`config.mk`:
```
export PLATFORM = sky130hd
export DESIGN_NAME = fetch_queue
export DESIGN_NICKNAME = d
export VERILOG_FILES = /design/src/rtl/fetch_queue.sv
export SDC_FILE = /design/constraint.sdc
export NUM_CORES = 1
export LEC_CHECK = 0
export ABC_AREA = 1
export CAP_MARGIN = 20
export CORE_MARGIN = 2
export CORE_UTILIZATION = 30
export DETAILED_ROUTE_END_ITERATION = 8
export SKIP_CTS_REPAIR_TIMING = 1
export SLEW_MARGIN = 20
export SYNTH_ARGS = -nofsm -noshare
export SYNTH_HDL_FRONTEND = slang
export SYNTH_SLANG_ARGS = --single-unit
```
`constraint.sdc`:
```
create_clock -name clk -period 6.6 [get_ports clk]
set_input_delay 1.32 -clock clk [delete_from_list [all_inputs] [get_ports clk]]
set_output_delay 1.32 -clock clk [all_outputs]
set_load 0.01 [all_outputs]
```
`src/rtl/fetch_queue.sv`:
```
// fetch_queue: dual-issue instruction fetch buffer, circular queue of
// {inst, pc}. Ports: fetch push (in_*), decoder pop (inst*/valid*/pc),
// flush, count; stall_cnt exists only with FQ_STALL_CNT_EN defined.
module fetch_queue #(
  parameter int DEPTH = 8,
  parameter int CNT_W = $clog2(DEPTH) + 1
) (
  input  logic             clk,
  input  logic             rst_n,
  input  logic             in_valid,
  input  logic [1:0]       in_cnt,
  input  logic [31:0]      in_instA,
  input  logic [31:0]      in_instB,
  input  logic [31:0]      in_pc,
  output logic             in_ready,
  input  logic             flush,
  output logic [31:0]      instA,
  output logic [31:0]      instB,
  output logic [31:0]      pc,
  output logic             validA,
  output logic             validB,
  input  logic             dec_ready,
`ifdef FQ_STALL_CNT_EN
  output logic [31:0]      stall_cnt,
`endif
  output logic [CNT_W-1:0] count
);

  localparam int PW = $clog2(DEPTH);

  logic [31:0]      inst_q [DEPTH];
  logic [31:0]      pc_q   [DEPTH];
  logic [PW-1:0]    head;
  logic [PW-1:0]    tail;
  logic [PW-1:0]    head1;
  logic [PW-1:0]    tail1;
  logic [CNT_W-1:0] count_q;
  logic [CNT_W-1:0] count_d;
  logic [1:0]       push_n;
  logic [1:0]       pop_n;
  logic             va;
  logic             vb;
  logic             cnt_ok;

  assign head1 = head + PW'(1);
  assign tail1 = tail + PW'(1);

  // Second slot only pairs when it is the sequential successor;
  // otherwise it waits to become the head next cycle.
  assign va = (count_q >= CNT_W'(1));
  assign vb = (count_q >= CNT_W'(2))
           && (pc_q[head1] == pc_q[head] + 32'd4);

  assign validA = va;
  assign validB = vb;
  assign instA  = va ? inst_q[head]  : 32'd0;
  assign pc     = va ? pc_q[head]    : 32'd0;
  assign instB  = vb ? inst_q[head1] : 32'd0;
  assign count  = count_q;

  // Two free slots required even for a single, so the
  // fetch side never needs to look at in_cnt to decide.
  assign in_ready = (count_q <= CNT_W'(DEPTH - 2));

  assign cnt_ok = (in_cnt == 2'd1) || (in_cnt == 2'd2);

  always_comb begin
    push_n = 2'd0;
    if (in_valid && in_ready && cnt_ok)
      push_n = in_cnt;
  end

  always_comb begin
    pop_n = 2'd0;
    if (dec_ready)
      pop_n = {1'b0, va} + {1'b0, vb};
  end

  assign count_d = count_q + CNT_W'(push_n) - CNT_W'(pop_n);

  always_ff @(posedge clk or negedge rst_n) begin
    if (!rst_n) begin
      head    <= '0;
      tail    <= '0;
      count_q <= '0;
    end else if (flush) begin
      head    <= '0;
      tail    <= '0;
      count_q <= '0;
    end else begin
      head    <= head + PW'(pop_n);
      tail    <= tail + PW'(push_n);
      count_q <= count_d;
    end
  end

  // Storage is not reset; occupancy alone defines validity.
  always_ff @(posedge clk) begin
    if (!flush && push_n != 2'd0) begin
      inst_q[tail] <= in_instA;
      pc_q[tail]   <= in_pc;
      if (push_n == 2'd2) begin
        inst_q[tail1] <= in_instB;
        pc_q[tail1]   <= in_pc + 32'd4;
      end
    end
  end

`ifdef FQ_STALL_CNT_EN
  always_ff @(posedge clk or negedge rst_n) begin
    if (!rst_n)
      stall_cnt <= '0;
    else if (va && !dec_ready && !flush
             && stall_cnt != 32'hFFFF_FFFF)
      stall_cnt <= stall_cnt + 32'd1;
  end
`endif

endmodule

```
* After elaboration in Yosys (flattened, before gate mapping) *
Memories as Yosys holds them, arrays and structs flattened.
Index checks and enable logic that the tools add are counted.

word-level totals
  bits in registers = 10
  bits in writable memories = 512
  output and inout bits = 103
  word-level logic and storage cells = 41
  memories = 2

memories
  memory  depth  bits a word  read ports  clocked after Yosys merged registers in  wr ports  line  text
  inst_q  8      32           2           0                                        2         31    logic [31:0] inst_q [DEPTH];
  pc_q    8      32           2           0                                        2         32    logic [31:0] pc_q [DEPTH];

operators by class
  add/sub/neg operators = 9
  magnitude comparators = 3
  equal/unequal tests = 4
  mux-type cells = 13
  reductions and logical operators = 7

operator list
  cell                                                                                  count
  32-bit two-way mux                                                                    3
  32-bit by 3-bit adder with 32-bit output (second input constant)                      2
  32-bit == test                                                                        1
  3-bit by 1-bit adder with 3-bit output (second input constant)                        2
  3-bit by 2-bit adder with 3-bit output                                                2
  3-bit two-way mux                                                                     2
  1-bit two-way mux                                                                     5
  4-bit by 2-bit adder with 4-bit output                                                1
  2-bit == test (second input constant)                                                 2
  4-bit by 1-bit greater-or-equal comparator with 1-bit output (second input constant)  1
  4-bit by 2-bit greater-or-equal comparator with 1-bit output (second input constant)  1
  4-bit by 3-bit less-or-equal comparator with 1-bit output (second input constant)     1
  1-bit logical AND                                                                     4
  2-bit two-way mux                                                                     2
  4-bit two-way mux                                                                     1
  4-bit by 2-bit subtractor with 4-bit output                                           1
  1-bit by 1-bit adder with 2-bit output                                                1
  2-bit by 1-bit == test with 1-bit output (second input constant)                      1
  2-bit nonzero test                                                                    1
  1-bit logical NOT                                                                     1
  1-bit logical OR                                                                      1

* Longest topological paths before layout *
  depth after elaboration = 8
  depth in mapped cells = 36

* Worst setup path after synthesis *
Ideal clock, no wire load.

  path type = input port to flip-flop
  from = input in_cnt[0]
  to = memory inst_q[0][0], enable pin
  setup time = 0.574 ns
  arrival time = 6.471 ns
  data required time = 6.026 ns
  slack = -0.445 ns
  stages on the path = 6
  path through = inv_1 > nand2_1 > nand4_1 > nor2_1 > nand3_1 > o21ai_0

RTL lines
  what             line  text
  start, declared  11    input logic [1:0] in_cnt,
  end, declared    31

* Worst setup path in the final report *
  from = register head[0]
  to = output validB

on the way
  word-level cells in the longest chain between the ends = 4
  elaborated cells between the ends (all ways) = 5
  those cells by class = 2 x add/sub; 1 x eq/ne; 1 x reduce/logical; 1 x memory

RTL lines
  what                                                                                       line  text
  start, declared                                                                            33    logic [PW-1:0] head;
  start signal, assigned                                                                     91    head <= head + PW'(pop_n);
  memory read 8 x 32 bit (*)                                                                 n/a
  32-bit by 3-bit adder with 32-bit output / memory read 8 x 32 bit (equally long branches)  n/a
  32-bit == test (*)                                                                         52    && (pc_q[head1] == pc_q[head] + 32'd4);
  1-bit logical AND (*)                                                                      52
  end, declared                                                                              21    output logic validB,

Mark *: on every way between the ends. The rest lies on a longest branch, timed or not.

==> results.ini <==
[outcome]
status = complete, no violations

[power_and_ir_drop]
p_per_area_nw_per_um2 = 356
power_leakage_nw = 16.4
net-switching-power_mw = 6.08
seqPwrFrac = 0.271
comb_power_share = 0.489
power.ir.vdd_worst_mv = 0.397
p_int_mw = 7.90
sw_frac_of_total = 0.435
fraction_of_power_consumed_by_the_clock_network = 0.240

[finish]
layout.filler_cells = 11516
nets = 4659
drive_above_1_share = 0.0680
multi_input_comb_area_sq_um = 15500
post-route-cell-area_sq_um = 39300
register_area_sq_um = 15600
area.growth.synth_to_final_pct = 15.3

[detailed_routing]
first_iter_violations = 3782
detail_route.wirelength_mm = 124
detail-route-antenna-nets = 0
detail_route.wl_per_cell_um = 20.4
dr_total_vias = 31563
vias_per_instance = 5.18
firstDrtPassIters = 7
drt_drc_violations_left = 0

[placed_design]
hpwlAfterDp_mm = 74.6
place_congestion = 0.907
placement.io_buffers = 205
place_area_sq_um = 37200

[worst_setup_path]
crit_path_cell_trace = clkbuf_8 > nor2_1 > nor2_1 > nand2_1 > nand3_1 > nand2_1 > inv_1 > nand2_1 > nor2_1 > nand2_1 > nor2_4 > nand2_1 > nand2_1 > nand3_1 > nand2_1 > nor2_1 > nand2_1 > nor2_1 > nand3_2 > buf_6 > inv_2 > clkdlybuf4s50_1
cpLargestDelayFamily = simple AND/OR/NAND/NOR gates
critical_path_class = flip-flop to primary output
worst_endpoint_required_time_ps = 5280
crit_path_frequent_cell = sky130_fd_sc_hd__nand2_1
critical_path.n_buffers_inverters = 5
critPathMaxFanout = 111
cp_slowest_stage_delay_ps = 570
cp-end-kind = primary output
slowest_stage = sky130_fd_sc_hd__dfrtp_4
worst-endpoint-arrival_ps = 4970
critical_path.startpoint_type = flip-flop

[clock_network]
cts_htree_levels = 2
tritoncts.num_buffers = 60
path_clk_slew_ps = 60
cts_root_buffer = sky130_fd_sc_hd__clkbuf_16
tritoncts_num_sinks = 522
tritoncts = yes
cts_max_path_buffers = 3
clock_latency_ps = 650

[yosys]
synth_cells = 4562
synthesis.nets = 4683
syn_area_per_cell_sq_um = 7.46
yosys.area.top_type_share = 0.452
synth-edff-count = 512
ys_top_cells_by_area = sky130_fd_sc_hd__edfxtp_1 45%, sky130_fd_sc_hd__nand2_1 16%, sky130_fd_sc_hd__o21ai_0 11%, sky130_fd_sc_hd__nand3_1 4.3%, sky130_fd_sc_hd__inv_1 4.2%
ys_async_sr_fraction = 0.0192
cell_type_with_the_highest_aggregate_area_in_the_netlist = sky130_fd_sc_hd__edfxtp_1
ys.warnings.count = 0
synth_top_flop_cell = sky130_fd_sc_hd__edfxtp_1
synth_cell_type_count = 39
synth_area_sq_um = 34100
ff_latch_count_synth = 522
synth_sequential_area_ratio = 0.459

[global_route]
grt_max_degree = 253
grt_pass1_wl_mm = 181
global_route.usage.total = 0.205
grt_remaining_overflow = 0
grt_antenna_before_repair = 12
grt_pass1_vias = 29005

[timing]
final-hold-violation-count = 0
fmax_mhz = 159
transition_at_the_pin_with_the_smallest_max_transition_slack_ps = 1160
period_share = 0.954
setup_viol_count_final = 0
post_route_setup_tns_ps = 0
final.setup_skew_ps = 22.8
maxSlewHeadroom = 0.224
unrepaired_setup_endpoints_after_global_routing = no
period_needed_ps = 6290
report.final.slew_viol_count = 0

[job]
maxCapViolations = 0

[die]
dieWidth_um = 341
core_area_sq_um = 112000
floorplan.rows = 123
die_height_um = 341
pin_count = 206
dieArea_sq_um = 116000
start_util = 0.303

[hold_path]
hold_class = flip-flop to flip-flop

[path summary, 6_finish.rpt]
check	from	endpoint	slack (ps)	cells after the start
max in group asynchronous	rst_n	head[2]$_DFF_PN0_	5080	1
hold reg to reg	tail[2]$_DFF_PN0_	tail[2]$_DFF_PN0_	660	2
hold / removal	tail[2]$_DFF_PN0_	tail[2]$_DFF_PN0_	660	2
setup / recovery	head[0]$_DFF_PN0_	validB	310	22
min in group asynchronous	rst_n	count[2]$_DFF_PN0_	1060	1
setup reg to reg	head[0]$_DFF_PN0_	count[3]$_DFF_PN0_	910	31
[layout by cell type, fill, tap and decap left out, drive strengths merged, types with 2 or more instances in the layout]
cell type / netlist / routed
o21ai: 763 / 763
a31oi: 2 / 2
nand3: 294 / 294
clkdlybuf4s50: 0 / 205
nor3: 39 / 39
fa: 4 / 4
clkinv: 0 / 22
nor4: 4 / 4
dfrtp: 10 / 10
a32oi: 32 / 32
ha: 14 / 14
bufinv: 0 / 5
nand2: 1415 / 1415
o21a: 5 / 5
clkbuf: 246 / 82
nand3b: 6 / 6
a21oi: 199 / 199
o211ai: 8 / 8
xor2: 39 / 39
o221a: 64 / 64
diode: 0 / 4
xnor2: 11 / 11
edfxtp: 512 / 512
nor2: 374 / 374
nand4: 11 / 11
inv: 385 / 388
buf: 119 / 71
or2: 3 / 3
[stage by stage]
step / hold WS [ps] / total power, mW / instances / utilization / setup WS [ps]
2_1_floorplan: 572 / 8.24 / 4562 / - / -445
3_3_place_gp: 644 / 10.5 / 5972 / 0.330 / 776
3_5_place_dp: 651 / 10.6 / 5972 / 0.330 / 690
4_1_cts: 669 / 13.9 / 6082 / 0.348 / 39.3
5_1_grt: 730 / 14.8 / 6088 / 0.349 / 12.9
6_report: 657 / 14.0 / 6090 / 0.349 / 307
[synth_stat cells, drive strengths merged, types with 14 or more instances]
cell / count
nand2: 1415
o21ai: 763
edfxtp: 512
inv: 385
nor2: 374
nand3: 294
clkbuf: 246
a21oi: 199
buf: 119
o221a: 64
nor3: 39
xor2: 39
a32oi: 32
ha: 14
[final cells by class]
class	instances	share of cell area
diodes	4	0.000255
clock buffers	79	0.0419
clock inverters	31	0.00730
inverters	385	0.0374
multi-input cells	3290	0.395
flip-flops and latches	522	0.398
well taps	1500	0.0478
repair buffers	279	0.0718
[tightest hold or removal path: cells and delay by family, from the launching register on]
family,cells,cell delay [ps]
xor gates and xnor gates,1,90
DFF,1,450
and+or+nand+nor,1,80
[metal layers]
layer | track usage | routed length [um]
met3 | 0.0306 | 10900
met1 | 0.277 | 52700
met4 | 0.0582 | 2970
met5 | 0 | 41
met2 | 0.339 | 57500
[kinds of logic after synthesis]
family                     after synthesis  synth area share
xor gates and xnor gates                50            0.0129
buffers and inverters                  750            0.0905
AOI/OAI and AO/OA                     1074             0.174
DFF                                    522             0.459
and+or+nand+nor                       2148             0.256
adders and majority gates               18           0.00750
[flip-flops by register name (all words and copies together), names as in the netlist]
register  count
head          3
count         4
inst_q      256
pc_q        256
tail          3
[power by group through the flow]
stage / Clock [mW] / Sequential (mW) / Combinational, mW
finish: 3.36 / 3.79 / 6.83
detailed placement: 0 / 3.86 / 6.70
floorplan: 0 / 3.82 / 4.42
global placement: 0 / 3.85 / 6.66
global route: 3.52 / 3.80 / 7.51
CTS: 3.40 / 3.79 / 6.72
Note: power is estimated with default switching activity, not from simulation.
